`src/rtl/sprite_anim_sequencer_pkg.sv`:
```
// Shared types and helpers for the sprite animation sequencer.
// Holds mode/direction encodings, default sheet geometry and the address compose function.
package sprite_anim_pkg;

    typedef enum logic [1:0] {
        MODE_WALK   = 2'd0,
        MODE_FRIGHT = 2'd1,
        MODE_DEATH  = 2'd2,
        MODE_HIDDEN = 2'd3
    } anim_mode_t;

    typedef enum logic [1:0] {
        DIR_UP    = 2'd0,
        DIR_LEFT  = 2'd1,
        DIR_DOWN  = 2'd2,
        DIR_RIGHT = 2'd3
    } dir_t;

    localparam int DEF_TILE         = 16;
    localparam int DEF_SHEET_W_LOG2 = 9;

    // Linear sheet address of a tile corner; the caller truncates to its address width.
    function automatic logic [31:0] composeAddr(input logic [9:0] x,
                                                input logic [9:0] y,
                                                input int         rowShift);
        return {22'd0, x} + ({22'd0, y} << rowShift);
    endfunction

endpackage

```
`src/rtl/sprite_anim_sequencer_if.sv`:
```
// Bundle of per-channel controls and sequencer outputs.
// The slave side is the sequencer; the master side drives mode, direction and configuration.
interface sprite_anim_sequencer_if #(
    parameter int N_CH   = 5,
    parameter int ADDR_W = 18
);
    logic                             enable;
    logic [N_CH-1:0][1:0]             mode;
    logic [N_CH-1:0][1:0]             dir;
    logic [N_CH-1:0][9:0]             base_x;
    logic [N_CH-1:0][9:0]             base_y;
    logic [N_CH-1:0][ADDR_W-1:0]      sprite_base;
    logic [N_CH-1:0]                  visible;
    logic [N_CH-1:0]                  death_done;
    logic [7:0]                       grad_r;
    logic [7:0]                       grad_g;
    logic [7:0]                       grad_b;

    modport master (
        output enable, mode, dir, base_x, base_y,
        input  sprite_base, visible, death_done, grad_r, grad_g, grad_b
    );

    modport slave (
        input  enable, mode, dir, base_x, base_y,
        output sprite_base, visible, death_done, grad_r, grad_g, grad_b
    );
endinterface

```
`src/rtl/sprite_anim_sequencer_channel.sv`:
```
// One entity channel: mode-tracking FSM, hold/frame counters and registered tile address.
// The registered outputs are built from next-state values so they line up with the counters.
module sprite_anim_channel
    import sprite_anim_pkg::*;
#(
    parameter int ADDR_W       = 18,
    parameter int SHEET_W_LOG2 = DEF_SHEET_W_LOG2,
    parameter int TILE         = DEF_TILE,
    parameter int HOLD         = 4,
    parameter int N_FRAMES     = 2,
    parameter int DEATH_FRAMES = 11,
    parameter int FRIGHT_X     = 357,
    parameter int FRIGHT_Y     = 65
) (
    input  logic              frame_clk,
    input  logic              Reset,
    input  logic              enable_i,
    input  anim_mode_t        mode_i,
    input  dir_t              dir_i,
    input  logic [9:0]        base_x_i,
    input  logic [9:0]        base_y_i,
    output logic [ADDR_W-1:0] sprite_base_o,
    output logic              visible_o,
    output logic              death_done_o
);

    localparam int HC_W = (HOLD > 1) ? $clog2(HOLD) : 1;
    localparam int FI_W = $clog2(DEATH_FRAMES + N_FRAMES + 1);

    anim_mode_t        prevMode_q, prevMode_d;
    logic [HC_W-1:0]   holdCnt_q, holdCnt_d;
    logic [FI_W-1:0]   frameIdx_q, frameIdx_d;
    logic              dead_q, dead_d;
    logic [ADDR_W-1:0] spriteBase_q, spriteBase_d;
    logic              visible_q, visible_d;
    logic              deathDone_q, deathDone_d;
    logic              holdDone;
    logic [9:0]        tileX, tileY;

    always_ff @(posedge frame_clk) begin
        if (Reset) begin
            prevMode_q   <= MODE_HIDDEN;
            holdCnt_q    <= '0;
            frameIdx_q   <= '0;
            dead_q       <= 1'b0;
            spriteBase_q <= '0;
            visible_q    <= 1'b0;
            deathDone_q  <= 1'b0;
        end else begin
            prevMode_q   <= prevMode_d;
            holdCnt_q    <= holdCnt_d;
            frameIdx_q   <= frameIdx_d;
            dead_q       <= dead_d;
            spriteBase_q <= spriteBase_d;
            visible_q    <= visible_d;
            deathDone_q  <= deathDone_d;
        end
    end

    // A mode change restarts the sequence even while frozen, and wins over a hold completion.
    always_comb begin
        prevMode_d  = prevMode_q;
        holdCnt_d   = holdCnt_q;
        frameIdx_d  = frameIdx_q;
        dead_d      = dead_q;
        deathDone_d = 1'b0;
        holdDone    = (holdCnt_q == HC_W'(HOLD - 1));

        if (mode_i != prevMode_q) begin
            prevMode_d = mode_i;
            holdCnt_d  = '0;
            frameIdx_d = '0;
            dead_d     = 1'b0;
        end else if (enable_i && (mode_i != MODE_HIDDEN) && !dead_q) begin
            holdCnt_d = holdDone ? '0 : holdCnt_q + HC_W'(1);
            if (holdDone) begin
                case (mode_i)
                    MODE_WALK:
                        frameIdx_d = (frameIdx_q == FI_W'(N_FRAMES - 1)) ? '0 : frameIdx_q + FI_W'(1);
                    MODE_FRIGHT:
                        frameIdx_d = (frameIdx_q == FI_W'(1)) ? '0 : frameIdx_q + FI_W'(1);
                    MODE_DEATH:
                        if (frameIdx_q == FI_W'(DEATH_FRAMES - 1)) begin
                            dead_d      = 1'b1;
                            deathDone_d = 1'b1;
                        end else begin
                            frameIdx_d = frameIdx_q + FI_W'(1);
                        end
                    default: ;
                endcase
            end
        end

        tileY = base_y_i;
        case (mode_i)
            MODE_FRIGHT: begin
                tileX = 10'(FRIGHT_X + int'(frameIdx_d) * TILE);
                tileY = 10'(FRIGHT_Y);
            end
            MODE_DEATH:
                tileX = 10'(int'(base_x_i) + (4 * N_FRAMES + int'(frameIdx_d)) * TILE);
            default:
                tileX = 10'(int'(base_x_i) + (int'(dir_i) * N_FRAMES + int'(frameIdx_d)) * TILE);
        endcase

        spriteBase_d = ADDR_W'(composeAddr(tileX, tileY, SHEET_W_LOG2));
        visible_d    = (mode_i != MODE_HIDDEN) && !dead_d;
    end

    assign sprite_base_o = spriteBase_q;
    assign visible_o     = visible_q;
    assign death_done_o  = deathDone_q;

endmodule

```
`src/rtl/sprite_anim_sequencer.sv`:
```
// Per-frame animation sequencer: N_CH independent sprite channels plus the background gradient.
// The gradient counters step by 1/2/3 per enabled frame and wrap modulo 256.
module sprite_anim_sequencer
    import sprite_anim_pkg::*;
#(
    parameter int N_CH         = 5,
    parameter int ADDR_W       = 18,
    parameter int SHEET_W_LOG2 = DEF_SHEET_W_LOG2,
    parameter int TILE         = DEF_TILE,
    parameter int HOLD         = 4,
    parameter int N_FRAMES     = 2,
    parameter int DEATH_FRAMES = 11,
    parameter int FRIGHT_X     = 357,
    parameter int FRIGHT_Y     = 65,
    parameter int GRAD_R0      = 79,
    parameter int GRAD_G0      = 188,
    parameter int GRAD_B0      = 0
) (
    input  logic                  frame_clk,
    input  logic                  Reset,
    sprite_anim_sequencer_if.slave bus
);

    logic [7:0] gradR_q, gradR_d;
    logic [7:0] gradG_q, gradG_d;
    logic [7:0] gradB_q, gradB_d;

    for (genvar i = 0; i < N_CH; i++) begin : gChannel
        sprite_anim_channel #(
            .ADDR_W       (ADDR_W),
            .SHEET_W_LOG2 (SHEET_W_LOG2),
            .TILE         (TILE),
            .HOLD         (HOLD),
            .N_FRAMES     (N_FRAMES),
            .DEATH_FRAMES (DEATH_FRAMES),
            .FRIGHT_X     (FRIGHT_X),
            .FRIGHT_Y     (FRIGHT_Y)
        ) uChannel (
            .frame_clk     (frame_clk),
            .Reset         (Reset),
            .enable_i      (bus.enable),
            .mode_i        (anim_mode_t'(bus.mode[i])),
            .dir_i         (dir_t'(bus.dir[i])),
            .base_x_i      (bus.base_x[i]),
            .base_y_i      (bus.base_y[i]),
            .sprite_base_o (bus.sprite_base[i]),
            .visible_o     (bus.visible[i]),
            .death_done_o  (bus.death_done[i])
        );
    end

    always_comb begin
        gradR_d = gradR_q;
        gradG_d = gradG_q;
        gradB_d = gradB_q;
        if (bus.enable) begin
            gradR_d = gradR_q + 8'd1;
            gradG_d = gradG_q + 8'd2;
            gradB_d = gradB_q + 8'd3;
        end
    end

    always_ff @(posedge frame_clk) begin
        if (Reset) begin
            gradR_q <= 8'(GRAD_R0);
            gradG_q <= 8'(GRAD_G0);
            gradB_q <= 8'(GRAD_B0);
        end else begin
            gradR_q <= gradR_d;
            gradG_q <= gradG_d;
            gradB_q <= gradB_d;
        end
    end

    assign bus.grad_r = gradR_q;
    assign bus.grad_g = gradG_q;
    assign bus.grad_b = gradB_q;

endmodule

```
`src/flat_wrapper.sv`:
```
// flat-port wrapper written by rule: the top's interface ports become plain ports
module sprite_anim_sequencer_flat import sprite_anim_pkg::*;
#(
    parameter int N_CH         = 5,
    parameter int ADDR_W       = 18,
    parameter int SHEET_W_LOG2 = DEF_SHEET_W_LOG2,
    parameter int TILE         = DEF_TILE,
    parameter int HOLD         = 4,
    parameter int N_FRAMES     = 2,
    parameter int DEATH_FRAMES = 11,
    parameter int FRIGHT_X     = 357,
    parameter int FRIGHT_Y     = 65,
    parameter int GRAD_R0      = 79,
    parameter int GRAD_G0      = 188,
    parameter int GRAD_B0      = 0
)
  (frame_clk, Reset, bus_enable, bus_mode, bus_dir, bus_base_x, bus_base_y, bus_sprite_base, bus_visible, bus_death_done, bus_grad_r, bus_grad_g, bus_grad_b);
  sprite_anim_sequencer_if #(.N_CH(N_CH), .ADDR_W(ADDR_W)) bus_i ();
  input  logic frame_clk;
  input  logic Reset;
  input wire logic [$bits(bus_i.enable)-1:0] bus_enable;
  input wire logic [$bits(bus_i.mode)-1:0] bus_mode;
  input wire logic [$bits(bus_i.dir)-1:0] bus_dir;
  input wire logic [$bits(bus_i.base_x)-1:0] bus_base_x;
  input wire logic [$bits(bus_i.base_y)-1:0] bus_base_y;
  output wire logic [$bits(bus_i.sprite_base)-1:0] bus_sprite_base;
  output wire logic [$bits(bus_i.visible)-1:0] bus_visible;
  output wire logic [$bits(bus_i.death_done)-1:0] bus_death_done;
  output wire logic [$bits(bus_i.grad_r)-1:0] bus_grad_r;
  output wire logic [$bits(bus_i.grad_g)-1:0] bus_grad_g;
  output wire logic [$bits(bus_i.grad_b)-1:0] bus_grad_b;
  assign bus_i.enable = bus_enable;
  assign bus_i.mode = bus_mode;
  assign bus_i.dir = bus_dir;
  assign bus_i.base_x = bus_base_x;
  assign bus_i.base_y = bus_base_y;
  assign bus_sprite_base = bus_i.sprite_base;
  assign bus_visible = bus_i.visible;
  assign bus_death_done = bus_i.death_done;
  assign bus_grad_r = bus_i.grad_r;
  assign bus_grad_g = bus_i.grad_g;
  assign bus_grad_b = bus_i.grad_b;
  sprite_anim_sequencer #(.N_CH(N_CH), .ADDR_W(ADDR_W), .SHEET_W_LOG2(SHEET_W_LOG2), .TILE(TILE), .HOLD(HOLD), .N_FRAMES(N_FRAMES), .DEATH_FRAMES(DEATH_FRAMES), .FRIGHT_X(FRIGHT_X), .FRIGHT_Y(FRIGHT_Y), .GRAD_R0(GRAD_R0), .GRAD_G0(GRAD_G0), .GRAD_B0(GRAD_B0)) u_core (.frame_clk(frame_clk), .Reset(Reset), .bus(bus_i));
endmodule
```
`config.mk`:
```
export PLATFORM = sky130hd
export DESIGN_NAME = sprite_anim_sequencer_flat
export DESIGN_NICKNAME = d
export VERILOG_FILES = /design/src/rtl/sprite_anim_sequencer_pkg.sv /design/src/rtl/sprite_anim_sequencer_if.sv /design/src/rtl/sprite_anim_sequencer_channel.sv /design/src/rtl/sprite_anim_sequencer.sv /design/src/flat_wrapper.sv
export SDC_FILE = /design/constraint.sdc
export NUM_CORES = 1
export LEC_CHECK = 0
export ABC_CLOCK_PERIOD_IN_PS = 3500
export CAP_MARGIN = 25
export CORE_UTILIZATION = 45
export DETAILED_ROUTE_END_ITERATION = 16
export MAX_ROUTING_LAYER = met4
export PLACE_DENSITY = 0.78
export SLEW_MARGIN = 20
export SYNTH_ARGS = -nofsm -noshare
export SYNTH_HDL_FRONTEND = slang
export SYNTH_HIERARCHICAL = 1
export SYNTH_SLANG_ARGS = --single-unit
export TNS_END_PERCENT = 30
```
`constraint.sdc`:
```
create_clock -name frame_clk -period 3.5 [get_ports frame_clk]
set_clock_uncertainty 0.1 [all_clocks]
set_input_delay 0.35 -clock frame_clk [delete_from_list [all_inputs] [get_ports frame_clk]]
set_output_delay 0.35 -clock frame_clk [all_outputs]
set_load 0.01 [all_outputs]
```
---- Yosys cells after proc, flatten, opt, wreduce, memory -nomap -nowiden ----
Cells that the tools add are included.
word-level totals
  flip-flop bits (word level) ............. 169
  bits of input ports ..................... 123
cells by class
  $add $sub $neg .......................... 43
  eq/ne operators ......................... 35
  muxes and demuxes ....................... 75
  bitwise gates (word level) .............. 15
  reductions and logical operators ........ 45
operator list
  cell                                                                   count
  10-bit by 9-bit adder with 10-bit output                               10
  4-bit two-way mux                                                      25
  10-bit one-hot mux with 2 select lines                                 5
  10-bit by 18-bit adder with 18-bit output                              5
  9-bit by 8-bit adder with 10-bit output, first input constant          5
  9-bit two-way mux                                                      5
  4-bit one-hot mux with 2 select lines                                  5
  1-bit two-way mux                                                      30
  3-bit by 4-bit adder with 5-bit output                                 5
  4-bit by 4-bit adder with 5-bit output, first input constant           5
  5-bit OR reduction                                                     5
  4-bit by 1-bit adder with 4-bit output, second input constant          5
  2-bit equality test, second input constant                             10
  4-bit by 1-bit equality test with 1-bit output, second input constant  5
  4-bit equality test, second input constant                             5
  2-bit OR reduction                                                     10
  8-bit by 2-bit adder with 8-bit output, second input constant          2
  1-bit logical AND                                                      15
  1-bit inverter                                                         15
  2-bit by 1-bit adder with 2-bit output, second input constant          5
  2-bit by 1-bit equality test with 1-bit output, second input constant  5
  1-bit zero test                                                        10
  2-bit zero test                                                        5
  2-bit two-way mux                                                      5
  3 further kinds                                                        11

---- Logic depth before layout (Yosys ltp) ----
  depth after elaboration ................. 10
  depth in mapped cells ................... 21
  mapped depth without buffers ............ 21

---- By module ----
The synthesis kept the hierarchy.
by module, submodules not included
  module                                                  instances  cells each  area each (um^2)  seq. area each (um^2)
  sprite_anim_channel at u_core.gChannel[1].uChannel ...  3          184         1675.4            580.6
  sprite_anim_channel at u_core.gChannel[0].uChannel ...  2          188         1674.1            580.6
  sprite_anim_sequencer                                   1          106         992.2             460.4

---- Worst setup path before layout ----
Ideal clock, no wire load.
  kind .................................... reg-to-reg
  from .................................... reg u_core.gChannel[1].uChannel.frameIdx_q[1]
  to ...................................... reg u_core.gChannel[1].uChannel.spriteBase_q[17]
  library setup time ...................... 0.132 ns
  data arrival time ....................... 3.624 ns
  data required time ...................... 3.268 ns
  setup slack ............................. -0.356 ns
  stages on the path, launching flop included .. 22
  cells stage by stage .................... dfxtp_1 > inv_1 > ha_1 > nor3b_2 > a221oi_1 > mux2i_1 > nor2_1 > ha_1 > ha_1 > nand2_1 > o21ai_0 > ha_1 > a21oi_1 > nor2b_1 > or3_1 > nand3_1 > ha_1 > ha_1 > nand3_1 > nor2_1 > xnor2_1 > nor3_1
on the way
  cells in the longest elaborated chain, start to end .. 10
  elaborated cells on any way between the ends .. 16
ends and longest elaborated chain
  element                                                                                                  RTL line                                                                                                       RTL
  start: declaration                                                                                       sprite_anim_sequencer_channel.sv:32                                                                            logic [FI_W-1:0] frameIdx_q, frameIdx_d;
  start signal: assignment                                                                                 sprite_anim_sequencer_channel.sv:52                                                                            frameIdx_q <= frameIdx_d;
  4-bit by 1-bit adder with 4-bit output, or another cell as far along                                     sprite_anim_sequencer_channel.sv:79, sprite_anim_sequencer_channel.sv:81, sprite_anim_sequencer_channel.sv:87
  4-bit two-way mux (on tied branches)                                                                     sprite_anim_sequencer_channel.sv:83, sprite_anim_sequencer_channel.sv:79, sprite_anim_sequencer_channel.sv:81
  4-bit one-hot mux with 2 select lines                                                                    sprite_anim_sequencer_channel.sv:77                                                                            case (mode_i)
  4-bit two-way mux                                                                                        sprite_anim_sequencer_channel.sv:76                                                                            if (holdDone) begin
  4-bit two-way mux (*)                                                                                    sprite_anim_sequencer_channel.sv:74                                                                            end else if (enable_i && (mode_i != MODE_HIDDEN) && !dead_q) begin
  4-bit two-way mux (*)                                                                                    sprite_anim_sequencer_channel.sv:69                                                                            if (mode_i != prevMode_q) begin
  named net u_core.gChannel[1].uChannel.frameIdx_d[1]                                                      sprite_anim_sequencer_channel.sv:32
  3-bit by 4-bit adder with 5-bit output / 4-bit by 4-bit adder with 5-bit output (equally long branches)  sprite_anim_sequencer_channel.sv:103, sprite_anim_sequencer_channel.sv:101
  10-bit by 9-bit adder with 10-bit output (on tied branches)                                              sprite_anim_sequencer_channel.sv:103, sprite_anim_sequencer_channel.sv:101
  10-bit one-hot mux with 2 select lines (*)                                                               sprite_anim_sequencer_channel.sv:95                                                                            case (mode_i)
  10-bit by 18-bit adder with 18-bit output (*)                                                            sprite_anim_sequencer_pkg.sv:26                                                                                return {22'd0, x} + ({22'd0, y} << rowShift);
  end signal: assignment                                                                                   sprite_anim_sequencer_channel.sv:54                                                                            spriteBase_q <= spriteBase_d;
  end: declaration                                                                                         sprite_anim_sequencer_channel.sv:34                                                                            logic [ADDR_W-1:0] spriteBase_q, spriteBase_d;
Mark *: on every way through the listed nets, which the timed path passes. The rest lies on a longest branch.
A chain may end at the register's enable or synchronous reset.

---- Worst setup path after layout ----
  from .................................... reg u_core.gChannel[1].uChannel.frameIdx_q[1]
  to ...................................... reg u_core.gChannel[1].uChannel.spriteBase_q[14]
on the way
  cells in the longest elaborated chain, start to end .. 10
  elaborated cells on any way between the ends .. 16
ends and longest elaborated chain
  element                                                                                                  RTL line
  4-bit by 1-bit adder with 4-bit output, or another cell as far along                                     sprite_anim_sequencer_channel.sv:79, sprite_anim_sequencer_channel.sv:81, sprite_anim_sequencer_channel.sv:87
  4-bit two-way mux (on tied branches)                                                                     sprite_anim_sequencer_channel.sv:83, sprite_anim_sequencer_channel.sv:79, sprite_anim_sequencer_channel.sv:81
  4-bit one-hot mux with 2 select lines                                                                    sprite_anim_sequencer_channel.sv:77
  4-bit two-way mux                                                                                        sprite_anim_sequencer_channel.sv:76
  4-bit two-way mux (*)                                                                                    sprite_anim_sequencer_channel.sv:74
  4-bit two-way mux (*)                                                                                    sprite_anim_sequencer_channel.sv:69
  3-bit by 4-bit adder with 5-bit output / 4-bit by 4-bit adder with 5-bit output (equally long branches)  sprite_anim_sequencer_channel.sv:103, sprite_anim_sequencer_channel.sv:101
  10-bit by 9-bit adder with 10-bit output (on tied branches)                                              sprite_anim_sequencer_channel.sv:103, sprite_anim_sequencer_channel.sv:101
  10-bit one-hot mux with 2 select lines (*)                                                               sprite_anim_sequencer_channel.sv:95
  10-bit by 18-bit adder with 18-bit output (*)                                                            sprite_anim_sequencer_pkg.sv:26
Mark *: on every way between the ends. The rest lies on a longest branch, timed or not.

==> results by group <==
Worst setup path
  • Most frequent cell on the critical path: ha_4
  • Delay-heaviest family, CP: simple AND/OR/NAND/NOR gates
  • Worst reg-to-reg path cell count: 19
  • Crit path DAT: 4.10 ns
  • Cells along the critical path: inv_2 > ha_4 > nor3b_4 > a311oi_2 > mux2_4 > nand2_4 > xnor2_4 > ha_4 > a311oi_2 > xnor2_1 > ha_1 > nor2b_4 > or3_4 > nand3_4 > ha_4 > nand4_1 > nor2_1 > xnor2_1 > nor3_1
  • CP startpoint: u_core/gChannel[1].uChannel/frameIdx_q[1]
  • Slowest cell on crit path: or3_4
  • Critical Path Sink: u_core/gChannel[1].uChannel/sprite_base_o[14]
  • Worst r2r src: u_core/gChannel[1].uChannel/frameIdx_q[1]
  • Startpoint types: flop
  • Worst Path Max Fanout: 4
  • Worst reg2reg endpoint: u_core/gChannel[1].uChannel/sprite_base_o[14]
  • Max incr delay on CP: 0.38 ns
  • Critical Path RT: 3.73 ns
  • Setup CP Type: reg2reg
  • Buf+Inv Stages, Crit Path: 1
  • CP endpoint kind: flop
  • Flop2flop setup slack: -0.37 ns
  • CP Depth: 19

Synthesis
  • Post-Syn Area: roughly 0.0094 mm^2
  • Synth Net Count: 1240
  • Synth Instances: 1034
  • Predominant post-synthesis flop cell: dfxtp_1
  • Netlist cell types: 70
  • Sequential share of the synthesized area: 35.9%
  • Synth warn: 6
  • EDFF count, synth: 0
  • Asr flop ratio synth: 0%
  • Synthesis-stage register bit count: 168
  • Synth top area share: between 30% and 40%
  • Cell taking the most area after synthesis: dfxtp_1
  • Syn_area_per_cell: 9.06 um^2
  • Top cells by area, synth: dfxtp_1 (36%), ha_1 (10%), nor2_1 (3.9%)

CTS
  • Clk_lat worst skew: 0.41 ns
  • CTS max path bufs: 2
  • Root Driver: clkbuf_16
  • Total clock sinks: 168
  • Reg clk slew, reported paths: 0.07 ns
  • CTS Buf Count: 17
  • CTS H-tree lvls: 4
  • CTS Hold Buffers Added: 0
  • CTS tree: done

STA
  • Hold Slack: 0.393 ns
  • Fmax: 259 MHz
  • Worst slew pin tran: 0.783 ns
  • Total negative slack: -8.63 ns
  • RSZ-0062 raised after global routing: yes
  • Min Tclk post-route: 3.87 ns
  • Final period util: 110%
  • PnR worst setup slack: -0.367 ns
  • Setup Viol. Count Final: 40
  • Relative slew slack: 47.8%
  • Hold Violations, Final: 0
  • Slew Limit Fails: 0

Placed design
  • Placed wire-length estimate: slightly below 20000 um
  • GPL Wtd Cong: 0.941
  • Area after DPL: 0.0138 mm^2
  • PortBufs: 240
  • Placed insts: ~1700
  • Post-place setup slack: -0.979 ns

Drt
  • Top Metal Used: met4
  • Routed WL per cell: 15.7 um
  • WL met3: 1130 um
  • First drt pass iteration count: 6
  • DRC viols: 0
  • Via count: 9288
  • Wl on met1: 11900 um
  • DR iter-0 viols: about 350
  • Vias/cell: approximately 5.2
  • Met2 Routed Length: 14200 um
  • Detailed-route wire length: roughly 28000 um
  • Post-route ant nets: 0

Power and ir drop
  • Sw Pwr: 1.36 mW
  • Peak VDD IR: 0.343 mV
  • Internal: 3.81 mW
  • Leakage: roughly 6.2 nW
  • Clk pwr share: 37.1%
  • Combinational power share: 22.9%
  • Seq pwr share: approximately 40%
  • Switching Fraction: 26.4%
  • Overall power: between 5 and 6 mW
  • PwrDens: 338 mW/mm^2

Floorplan
  • Starting Density: 46.1%
  • Area of the core: 0.0203 mm^2
  • Horiz. Die Dim: 146 um
  • Row count: 52
  • Die area: 0.0214 mm^2
  • IO Count: 247
  • Die Ht: 146 um

Run
  • MaxCap Viol Count: 0

Min path
  • Hold Path Class: in2reg

Global routing
  • Grt total ovfl: 0
  • Initial antenna violation count: 1
  • GRT Util Overall: between 20% and 30%
  • Largest net degree at the start of global routing: 68
  • First-pass GRT wire length: approximately 44000 um
  • Vias in the first global route: 9488

Final layout
  • Share of layout cells above drive strength 1: 33.5%
  • Design Area, Final: 0.0153 mm^2
  • Post-layout nets: 1693
  • Most common cell after layout, fill and taps aside: clkdlybuf4s50_1
  • Finished Core Util: roughly three quarters
  • Area grow syn2layout: 63.5%
  • Commonest non-fill, non-tap cells in the layout: clkdlybuf4s50_1 (236), buf_4 (234), dfxtp_1 (152)
  • Non-filler cells, final: 1770
  • Layout fillers: 1369

Run status
  • Outcome: finished, violations left
  • Failing checks: setup timing
## kinds of logic after synthesis
| group | count (synthesis) | synth area share [%] |
|---|---|---|
| AOI/OAI and AO/OA | 199 | 15.6 |
| xor gates and xnor gates | 69 | 6.45 |
| adders and majority gates | 83 | 11.5 |
| buffers and inverters | 77 | 3.93 |
| DFF | 168 | 35.9 |
| muxes | 16 | 1.87 |
| other | 1 | 0.0400 |
| and+or+nand+nor | 421 | 24.7 |
## state kept, by name, summed over array words and instances (netlist names)
name                                    cells
u_core/bus.grad_b                           8
u_core/gChannel.uChannel/death_done_o       5
u_core/gChannel.uChannel/visible_o          5
u_core/bus.grad_g                           7
u_core/gChannel.uChannel/frameIdx_q        20
u_core/bus.grad_r                           8
u_core/gChannel.uChannel/prevMode_q        10
u_core/gChannel.uChannel/holdCnt_q         10
u_core/gChannel.uChannel/dead_q             5
u_core/gChannel.uChannel/sprite_base_o     90
## metal layers
metal  track usage (%)  up-vias
met5                 -        -
met4              9.32        0
met3              4.34       48
met2              45.6      266
met1              29.5     4394
li1                  -     4580
## what timing repair did
item	in CTS	in global routing
endpoints found under the setup margin	42	49
hold endpoints to repair	0	0
setup buffers	31	11
gates resized for setup	61	52
pin swaps	56	51
## cell usage after synthesis, drive strengths merged, types with 14 or more instances
master	number
a211oi	14
a21o	14
a21oi	68
and2	14
buf	21
clkbuf	20
dfxtp	168
ha	78
inv	36
nand2	58
nand2b	30
nand3	36
nand4	15
nor2	98
nor2b	28
nor3	45
nor3b	17
o21ai	39
or2	21
or3	21
xnor2	37
xor2	32
## power by group through the flow
| stage | combinational (mW) | sequential, mW | clock, mW |
|---|---|---|---|
| 2_1_floorplan | 0.456 | 2.16 | 0 |
| 3_3_place_gp | 1.06 | 2.11 | 0 |
| 5_1_grt | 1.28 | 2.08 | 2.05 |
| 4_1_cts | 1.12 | 2.07 | 1.96 |
| 6_report | 1.19 | 2.07 | 1.92 |
| 3_5_place_dp | 1.08 | 2.12 | 0 |
## how the worst min path moves through the flow
stage | startpoint | to | slack, ns | cells past startpoint
2_1_floorplan | Reset | u_core/gChannel[1].uChannel/sprite_base_o[10] | 0.32 | 1
3_3_place_gp | u_core/bus.grad_r[7] | u_core/bus.grad_r[7] | 0.37 | 2
4_1_cts | Reset | u_core/gChannel[2].uChannel/sprite_base_o[2] | 0.37 | 2
6_report | bus_enable | u_core/gChannel[1].uChannel/holdCnt_q[1] | 0.39 | 5
3_5_place_dp | u_core/bus.grad_r[7] | u_core/bus.grad_r[7] | 0.39 | 2
5_1_grt | bus_base_x[1] | u_core/gChannel[0].uChannel/sprite_base_o[1] | 0.39 | 2
## layout make-up
type	count	area, um^2	share of cell area [%]
timing repair buffer	475	4170	27.3
clock buffer	22	485	3.17
multi-input combinational	789	6650	43.5
inverter	36	140	0.915
sequential	168	3400	22.2
tap	270	338	2.21
clock inverter	9	114	0.744
antenna	1	2.50	0.0163
## worst register-to-register path, cell delays in order, from the launching register on
cell and delay (ns):
dfxtp_4 0.35, inv_2 0.04, ha_4 0.14, nor3b_4 0.16, a311oi_2 0.30, mux2_4 0.24, nand2_4 0.07, xnor2_4 0.15
ha_4 0.16, a311oi_2 0.26, xnor2_1 0.13, ha_1 0.33, nor2b_4 0.14, or3_4 0.38, nand3_4 0.09, ha_4 0.14
nand4_1 0.16, nor2_1 0.18, xnor2_1 0.09, nor3_1 0.18
Power figures use the tool's default switching activity.
